<file path="config.mk">
export PLATFORM = sky130hd
export DESIGN_NAME = alu_dispatch
export DESIGN_NICKNAME = d
export VERILOG_FILES = /design/src/rtl/alu_dispatch_pkg.sv /design/src/rtl/alu_dispatch.sv
export SDC_FILE = /design/constraint.sdc
export NUM_CORES = 1
export LEC_CHECK = 0
export CORE_MARGIN = 2
export CORE_UTILIZATION = 36
export CTS_BUF_LIST = sky130_fd_sc_hd__clkbuf_16
export DETAILED_ROUTE_END_ITERATION = 16
export GPL_TIMING_DRIVEN = 0
export PLACE_DENSITY = 0.78
export SLEW_MARGIN = 20
export SYNTH_ARGS = -nofsm -noshare
export SYNTH_HDL_FRONTEND = slang
export SYNTH_SLANG_ARGS = --single-unit
export TNS_END_PERCENT = 5
</file>
<file path="constraint.sdc">
create_clock -name clk -period 1.8 [get_ports clk]
set_input_delay 0.27 -clock clk [delete_from_list [all_inputs] [get_ports clk]]
set_output_delay 0.27 -clock clk [all_outputs]
set_load 0.03 [all_outputs]
</file>
<file path="src/rtl/alu_dispatch_pkg.sv">
// Shared definitions for the ALU dispatcher: op codes, flag bit positions,
// FSM state encoding and op-class decode helpers.
package alu_dispatch_pkg;

  localparam int unsigned OP_W   = 6;
  localparam int unsigned FLAG_W = 4;

  localparam logic [OP_W-1:0] OP_ADD    = 6'd0;
  localparam logic [OP_W-1:0] OP_SUB    = 6'd1;
  localparam logic [OP_W-1:0] OP_AND    = 6'd2;
  localparam logic [OP_W-1:0] OP_OR     = 6'd3;
  localparam logic [OP_W-1:0] OP_XOR    = 6'd4;
  localparam logic [OP_W-1:0] OP_NOR    = 6'd5;
  localparam logic [OP_W-1:0] OP_SLT    = 6'd6;
  localparam logic [OP_W-1:0] OP_MULT   = 6'd7;
  localparam logic [OP_W-1:0] OP_DIV    = 6'd8;
  localparam logic [OP_W-1:0] OP_REMDER = 6'd9;

  // Flag vector layout is {Zero, Overflow, CarryOut, Negative}
  localparam int unsigned FLAG_ZERO  = 3;
  localparam int unsigned FLAG_OVF   = 2;
  localparam int unsigned FLAG_CARRY = 1;
  localparam int unsigned FLAG_NEG   = 0;

  typedef enum logic [1:0] {
    ST_IDLE  = 2'd0,
    ST_ISSUE = 2'd1,
    ST_WAIT  = 2'd2,
    ST_HOLD  = 2'd3
  } state_e;

  function automatic logic is_muldiv(input logic [OP_W-1:0] op);
    return (op == OP_MULT) || (op == OP_DIV) || (op == OP_REMDER);
  endfunction

  function automatic logic is_div(input logic [OP_W-1:0] op);
    return (op == OP_DIV) || (op == OP_REMDER);
  endfunction

endpackage

</file>
<file path="src/rtl/alu_dispatch.sv">
// Single-entry dispatcher: accepts one request, issues it to an external ALU,
// waits for completion (padded for mul/div), then holds the response until taken.
module alu_dispatch
  import alu_dispatch_pkg::*;
#(
  parameter int unsigned WIDTH       = 32,
  parameter int unsigned OPW         = 6,
  parameter int unsigned TAGW        = 4,
  parameter int unsigned MULDIV_WAIT = 4
) (
  input  logic              clk,
  input  logic              rst_n,
  input  logic              req_valid,
  output logic              req_ready,
  input  logic [WIDTH-1:0]  req_a,
  input  logic [WIDTH-1:0]  req_b,
  input  logic [OPW-1:0]    req_op,
  input  logic [TAGW-1:0]   req_tag,
  output logic              alu_valid,
  output logic [WIDTH-1:0]  alu_a,
  output logic [WIDTH-1:0]  alu_b,
  output logic [OPW-1:0]    alu_op,
  input  logic              alu_ready,
  input  logic              alu_done,
  input  logic [WIDTH-1:0]  alu_result,
  input  logic [FLAG_W-1:0] alu_flags,
  output logic              rsp_valid,
  input  logic              rsp_ready,
  output logic [WIDTH-1:0]  rsp_result,
  output logic [FLAG_W-1:0] rsp_flags,
  output logic [TAGW-1:0]   rsp_tag,
  output logic              rsp_err,
  output logic              busy
);

  localparam int unsigned CNTW = (MULDIV_WAIT > 0) ? $clog2(MULDIV_WAIT + 1) : 1;

  state_e              state_q, state_d;
  logic [CNTW-1:0]     cnt_q, cnt_d;
  logic [WIDTH-1:0]    a_q, a_d, b_q, b_d;
  logic [OPW-1:0]      op_q, op_d;
  logic [TAGW-1:0]     tag_q, tag_d;
  logic [WIDTH-1:0]    res_q, res_d;
  logic [FLAG_W-1:0]   flags_q, flags_d;
  logic [TAGW-1:0]     rtag_q, rtag_d;
  logic                err_q, err_d;
  logic                req_ready_q, busy_q, alu_valid_q, rsp_valid_q;

  // Next-state, operand latch and response capture
  always_comb begin
    state_d = state_q;
    cnt_d   = cnt_q;
    a_d     = a_q;
    b_d     = b_q;
    op_d    = op_q;
    tag_d   = tag_q;
    res_d   = res_q;
    flags_d = flags_q;
    rtag_d  = rtag_q;
    err_d   = err_q;
    case (state_q)
      ST_IDLE: begin
        if (req_valid) begin
          a_d     = req_a;
          b_d     = req_b;
          op_d    = req_op;
          tag_d   = req_tag;
          state_d = ST_ISSUE;
        end
      end
      ST_ISSUE: begin
        if (alu_ready) begin
          cnt_d   = is_muldiv(OP_W'(op_q)) ? CNTW'(MULDIV_WAIT) : '0;
          state_d = ST_WAIT;
        end
      end
      ST_WAIT: begin
        if (cnt_q != '0) begin
          cnt_d = cnt_q - CNTW'(1);
        end else if (alu_done) begin
          res_d   = alu_result;
          flags_d = alu_flags;
          rtag_d  = tag_q;
          err_d   = is_div(OP_W'(op_q)) && (b_q == '0);
          state_d = ST_HOLD;
        end
      end
      ST_HOLD: begin
        // Operands return to zero so the ALU bus is quiet while idle
        if (rsp_ready) begin
          a_d     = '0;
          b_d     = '0;
          op_d    = '0;
          state_d = ST_IDLE;
        end
      end
      default: state_d = ST_IDLE;
    endcase
  end

  // State, datapath and registered handshake outputs
  always_ff @(posedge clk or negedge rst_n) begin
    if (!rst_n) begin
      state_q     <= ST_IDLE;
      cnt_q       <= '0;
      a_q         <= '0;
      b_q         <= '0;
      op_q        <= '0;
      tag_q       <= '0;
      res_q       <= '0;
      flags_q     <= '0;
      rtag_q      <= '0;
      err_q       <= 1'b0;
      req_ready_q <= 1'b1;
      busy_q      <= 1'b0;
      alu_valid_q <= 1'b0;
      rsp_valid_q <= 1'b0;
    end else begin
      state_q     <= state_d;
      cnt_q       <= cnt_d;
      a_q         <= a_d;
      b_q         <= b_d;
      op_q        <= op_d;
      tag_q       <= tag_d;
      res_q       <= res_d;
      flags_q     <= flags_d;
      rtag_q      <= rtag_d;
      err_q       <= err_d;
      req_ready_q <= (state_d == ST_IDLE);
      busy_q      <= (state_d != ST_IDLE);
      alu_valid_q <= (state_d == ST_ISSUE) || (state_d == ST_WAIT);
      rsp_valid_q <= (state_d == ST_HOLD);
    end
  end

  assign req_ready  = req_ready_q;
  assign busy       = busy_q;
  assign alu_valid  = alu_valid_q;
  assign alu_a      = a_q;
  assign alu_b      = b_q;
  assign alu_op     = op_q;
  assign rsp_valid  = rsp_valid_q;
  assign rsp_result = res_q;
  assign rsp_flags  = flags_q;
  assign rsp_tag    = rtag_q;
  assign rsp_err    = err_q;

endmodule

</file>
Word-level counts from Yosys, hierarchy flattened
Cells that the tools add are included.
{ "totals": {"reg_bits": 124, "input_bits": 116, "out_inout_bits": 115, "wordCells": 63} }
{ "classes": {"addsub": 1, "eq_ne": 13, "n_mux": 18, "n_bitwise": 1, "n_reduce_logical": 16} }
{ "op_table": {"columns": ["operator", "n"], "rows": [
  ["$pmux W32 S2", 2],
  ["$mux W32", 3],
  ["$logic_not A32 Y1", 1],
  ["$eq A6 B4 Y1 const B", 2],
  ["$mux W6", 2],
  ["$pmux W6 S2", 1],
  ["$mux W2", 5],
  ["$mux W3", 3],
  ["$reduce_and A3 Y1", 3],
  ["$eq A2 B2 Y1 const B", 4],
  ["$ne A2 B2 Y1 const B", 4],
  ["$pmux W2 S4", 1],
  ["$eq A6 B3 Y1 const B", 1],
  ["$pmux W3 S2", 1],
  ["$reduce_bool A2 Y1", 3],
  ["$eq A2 B1 Y1 const B", 2],
  ["$logic_not A2 Y1", 2],
  ["$logic_or A1 B1 Y1", 4],
  ["$reduce_bool A3 Y1", 1],
  ["$sub A3 B1 Y3 const B", 1],
  ["$reduce_and A2 Y1", 1],
  ["$logic_and A1 B1 Y1", 1],
  ["$not A1 Y1", 1]
]} }

Longest topological paths before layout
{ "depth": {"depth_word": 6, "ltp_mapped": 9, "mapped_depth_nobuf": 8} }

Worst setup path after synthesis
OpenSTA, ideal clock, no wires.
{ "synth_path": {"kind": "reg-to-reg", "start": "reg cnt_q[0]", "end": "reg rsp_valid_q (netlist: rsp_valid)", "setup_time_ns": 0.121, "arrival_time_ns": 1.745, "required_ns": 1.679, "slack_ns": -0.067, "stages_incl_launch_ff": 9, "n_path_buf": 1, "synth_period_minus_slack_ns": 1.867, "cell_sequence": "dfrtp_1 -> inv_1 -> ha_1 -> nor2b_1 -> nand4b_1 -> buf_2 -> nand2_1 -> or2_2 -> ha_1"} }
{ "synth_via": {"elab_chain_len": 4} }
{ "synth_lines": {"columns": ["item", "line", "rtl"], "rows": [
  ["from (decl)", "alu_dispatch.sv:39", "logic [CNTW-1:0] cnt_q, cnt_d;"],
  ["from (signal assigned)", "alu_dispatch.sv:120", "cnt_q <= cnt_d;"],
  ["$reduce_bool A3 Y1", "alu_dispatch.sv:78", "if (cnt_q != '0) begin"],
  ["$mux W2", "alu_dispatch.sv:78", null],
  ["$pmux W2 S4", "alu_dispatch.sv:61", "case (state_q)"],
  ["via state_d[0]", "alu_dispatch.sv:38", "state_e state_q, state_d;"],
  ["$eq A2 B2 Y1", "alu_dispatch.sv:132", "rsp_valid_q <= (state_d == ST_HOLD);"],
  ["to (signal assigned)", "alu_dispatch.sv:132", null],
  ["to (decl)", "alu_dispatch.sv:47", "logic req_ready_q, busy_q, alu_valid_q, rsp_valid_q;"]
]} }
The timed path passes the listed nets, and every way through them passes these cells.
A chain may end at the register's enable or synchronous reset.

Worst setup path after layout
{ "layout_path": {"start": "reg b_q[19] (netlist: alu_b[19])", "end": "reg err_q (netlist: rsp_err)"} }
{ "layout_via": {"elab_chain_len": 2} }
{ "layout_lines": {"columns": ["item", "line", "rtl"], "rows": [
  ["from (decl)", "alu_dispatch.sv:40", "logic [WIDTH-1:0] a_q, a_d, b_q, b_d;"],
  ["from (signal assigned)", "alu_dispatch.sv:107", "b_q <= '0;"],
  ["from (signal assigned)", "alu_dispatch.sv:122", "b_q <= b_d;"],
  ["$logic_not A32 Y1", "alu_dispatch.sv:84", "err_d = is_div(OP_W'(op_q)) && (b_q == '0);"],
  ["$logic_and A1 B1 Y1", "alu_dispatch.sv:84", null],
  ["to (signal assigned)", "alu_dispatch.sv:128", "err_q <= err_d;"],
  ["to (decl)", "alu_dispatch.sv:46", "logic err_q, err_d;"]
]} }
No other way between the ends.

==> results.ini <==
[outcome]
status = complete, no violations

[routing]
topRoutingLayerUsed = met4
initialDrtViolationCount = 203
wl_um = 13400
dr_total_vias = 3720
m1WireLength_um = 5540
first_pass_iters = 4
routed-wl-met3_um = 1180
viasPerCell = 4.95
drc = 0
postRouteAntennaNets = 0
routed-wl-met2_um = 6420
wire_per_inst_um = 17.8

[placed_design]
hpwl_um = 9610
dp_slack_ps = -796
place.gp.congestion = 0.748
io_buffers = 230

[synthesis]
yosysWarnings = 0
synth_cells = 311
synth.net_count = 432
postSynthAreaPerCell_sq_um = 15.0
syn_area_sq_um = 4660
ys_seq_area_share_pct = 66.6
ys_seq_elements = 124
ys_types = 30

[worst_setup_path]
r2r_end = rsp_err
crit_required_ps = 2110
cpPeakStageDelay_ps = 550
arrival_ps = 2070
end_kind = flip-flop
rrSetupSlack_ps = 40
r2r-start = alu_b[19]
crit_path_frequent_cell = or4_1
critPathKind = reg -> reg
crit_buf_inv = 0
critPathMaxFanout = 3
cp_top_family = simple AND/OR/NAND/NOR gates
r2r_cells = 3
startpoint_type = flip-flop
critical_path.slowest_cell = or4_1
path_cells = or4_1 > or4_1 > o31ai_2

[pwr]
powerDensity_nw_per_um2 = 2090
p_leak_nw = 3.63
vdd_drop_max_uv = 1380

[timing]
worst_pin_slew_ps = 456
skew_ps = 8.15
fmax_mhz = 568
finalCritPeriodShare_pct = 97.8
hold_violations = 0
rsz0062_at_grt = true
setup_viol = 0
fin_crit_ps = 1760
maxSlewViolCount = 0
fin_ws_ps = 39.9
whs_ps = 368
maxSlewHeadroom_pct = 69.6

[floorplanning]
dieArea_sq_um = 13900
initial_core_util_pct = 37.0
die_w_um = 118
rows = 41
coreArea_sq_um = 12600
die_h_um = 118
ios = 231

[grt]
grt_pass1_wl_um = 21800
antenna_found_initial = 0
grtUsageTotal_pct = 19.8
grt.overflow.total = 0
grt_pass1_vias = 4035
grt_start_max_net_pins = 83

[hold_path]
worstHoldPathType = in -> async

[final_layout]
layout_commonest_cell = clkdlybuf4s50_1
drive_above_1_share_pct = 19.7
nets = 689
final_cell_mix = 213 x clkdlybuf4s50_1, 123 x dfrtp_1, 69 x a22o_1
n_antenna_cell = 0
area_growth_pct = 70.6

[cts]
htreeDepth = 4
clkTransAtPathRegs_ps = 60
numCtsBuffers = 17
clock_sinks = 124
cts_tree = done
clock-root-buffer = clkbuf_16
clock_path_buffers = 2
clkLatencyLatePin_ps = 400

[flow_run]
cap_violations = 0

[state kept, by name (all words and copies together) (netlist names)]
register	cells
alu_a	32
alu_b	32
rsp_result	32
alu_op	6
rsp_flags	4
rsp_tag	4
tag_q	4
cnt_q	3
state_q	2
alu_valid	1
busy	1
req_ready	1
rsp_err	1
rsp_valid	1
[synth_stat cells]
master	n	share of area, %
o31ai_2	1	0.27
a21oi_1	4	0.43
dfstp_2	1	0.56
or2_2	1	0.13
nor3_1	1	0.11
nor2b_1	2	0.27
nor2_1	5	0.40
a31o_2	1	0.19
inv_1	4	0.32
nand2_1	5	0.40
buf_2	12	1.3
mux2_2	44	11
nor3b_1	1	0.16
or2b_2	1	0.19
nor3b_2	1	0.27
a22o_1	69	13
nor4_1	6	0.81
o21ai_0	1	0.11
clkbuf_1	8	0.64
ha_1	5	1.3
a211oi_1	2	0.32
nand4b_1	2	0.38
mux2i_1	2	0.43
nand4_1	1	0.13
a22o_2	1	0.21
or4_1	4	0.64
a221oi_1	1	0.19
dfrtp_1	123	66
buf_1	1	0.080
a31oi_1	1	0.13
[cell families (layout without fill, tap and decap cells)]
group | Yosys count | after routing | synth area share, %
adders and majority gates | 5 | 5 | 1.34
and+or+nand+nor | 30 | 30 | 3.89
buffers and inverters | 25 | 294 | 2.33
DFF | 124 | 124 | 66.6
AOI/OAI and AO/OA | 81 | 81 | 14.8
muxes | 46 | 46 | 11.1
[worst max-delay path by stage]
stage	end	slack, ps	cells past startpoint	startpoint
6_report	rsp_err	40	3	alu_b[19]
5_1_grt	alu_a[1]	-50	6	state_q[0]
3_5_place_dp	alu_valid	-800	6	req_valid
2_1_floorplan	alu_valid	10	8	cnt_q[0]
4_1_cts	alu_valid	-60	6	state_q[0]
3_3_place_gp	alu_a[10]	-4150	1	rst_n
[final cells by class]
class / count / area (sq um)
tap: 172 / 215
inverter: 4 / 15.0
clock inverter: 14 / 158
timing repair buffer: 238 / 2400
fill: 994 / 4660
buffer: 21 / 141
sequential: 124 / 3100
multi-input combinational: 162 / 1500
clock buffer: 17 / 425
[per-layer routing]
| metal | GRT usage [%] | vias to the layer above |
|---|---|---|
| met5 | 0 | - |
| met4 | 6.25 | 0 |
| met3 | 7.36 | 21 |
| met2 | 32.2 | 180 |
| met1 | 24.5 | 1842 |
| li1 | - | 1677 |
[worst reg2reg max path: stages, from the launching register on]
cell and delay (ps):
dfrtp_1 390, or4_1 550, or4_1 540, o31ai_2 190
[where the power goes]
part	switching, W	internal [W]
Combinational	0.00440	0.00372
Sequential	0.000970	0.00419
Clock	0.00119	0.00215
[through the flow]
step	area [sq um]	power, W	utilization, %	TNS (ps)	std cells
after floorplan	4670	0.00956	-	0	311
after global placement	7190	0.0130	57.0	-552350	713
after detailed placement	7220	0.0132	57.2	-48080	714
after CTS	7890	0.0167	62.5	-102	751
after global routing	7960	0.0174	63.1	-367	752
final	7960	0.0166	63.1	0	752
[repair_timing]
| item | in CTS | in global routing |
|---|---|---|
| buffers inserted | 5 | 1 |
| hold buffers | 1 | 0 |
| hold endpoints to repair | 41 | 0 |
| endpoints found under the setup margin | 125 | 71 |
| gates resized for setup | 26 | 21 |
| pin swaps | 2 | 2 |
Note: power is estimated with default switching activity, not from simulation.
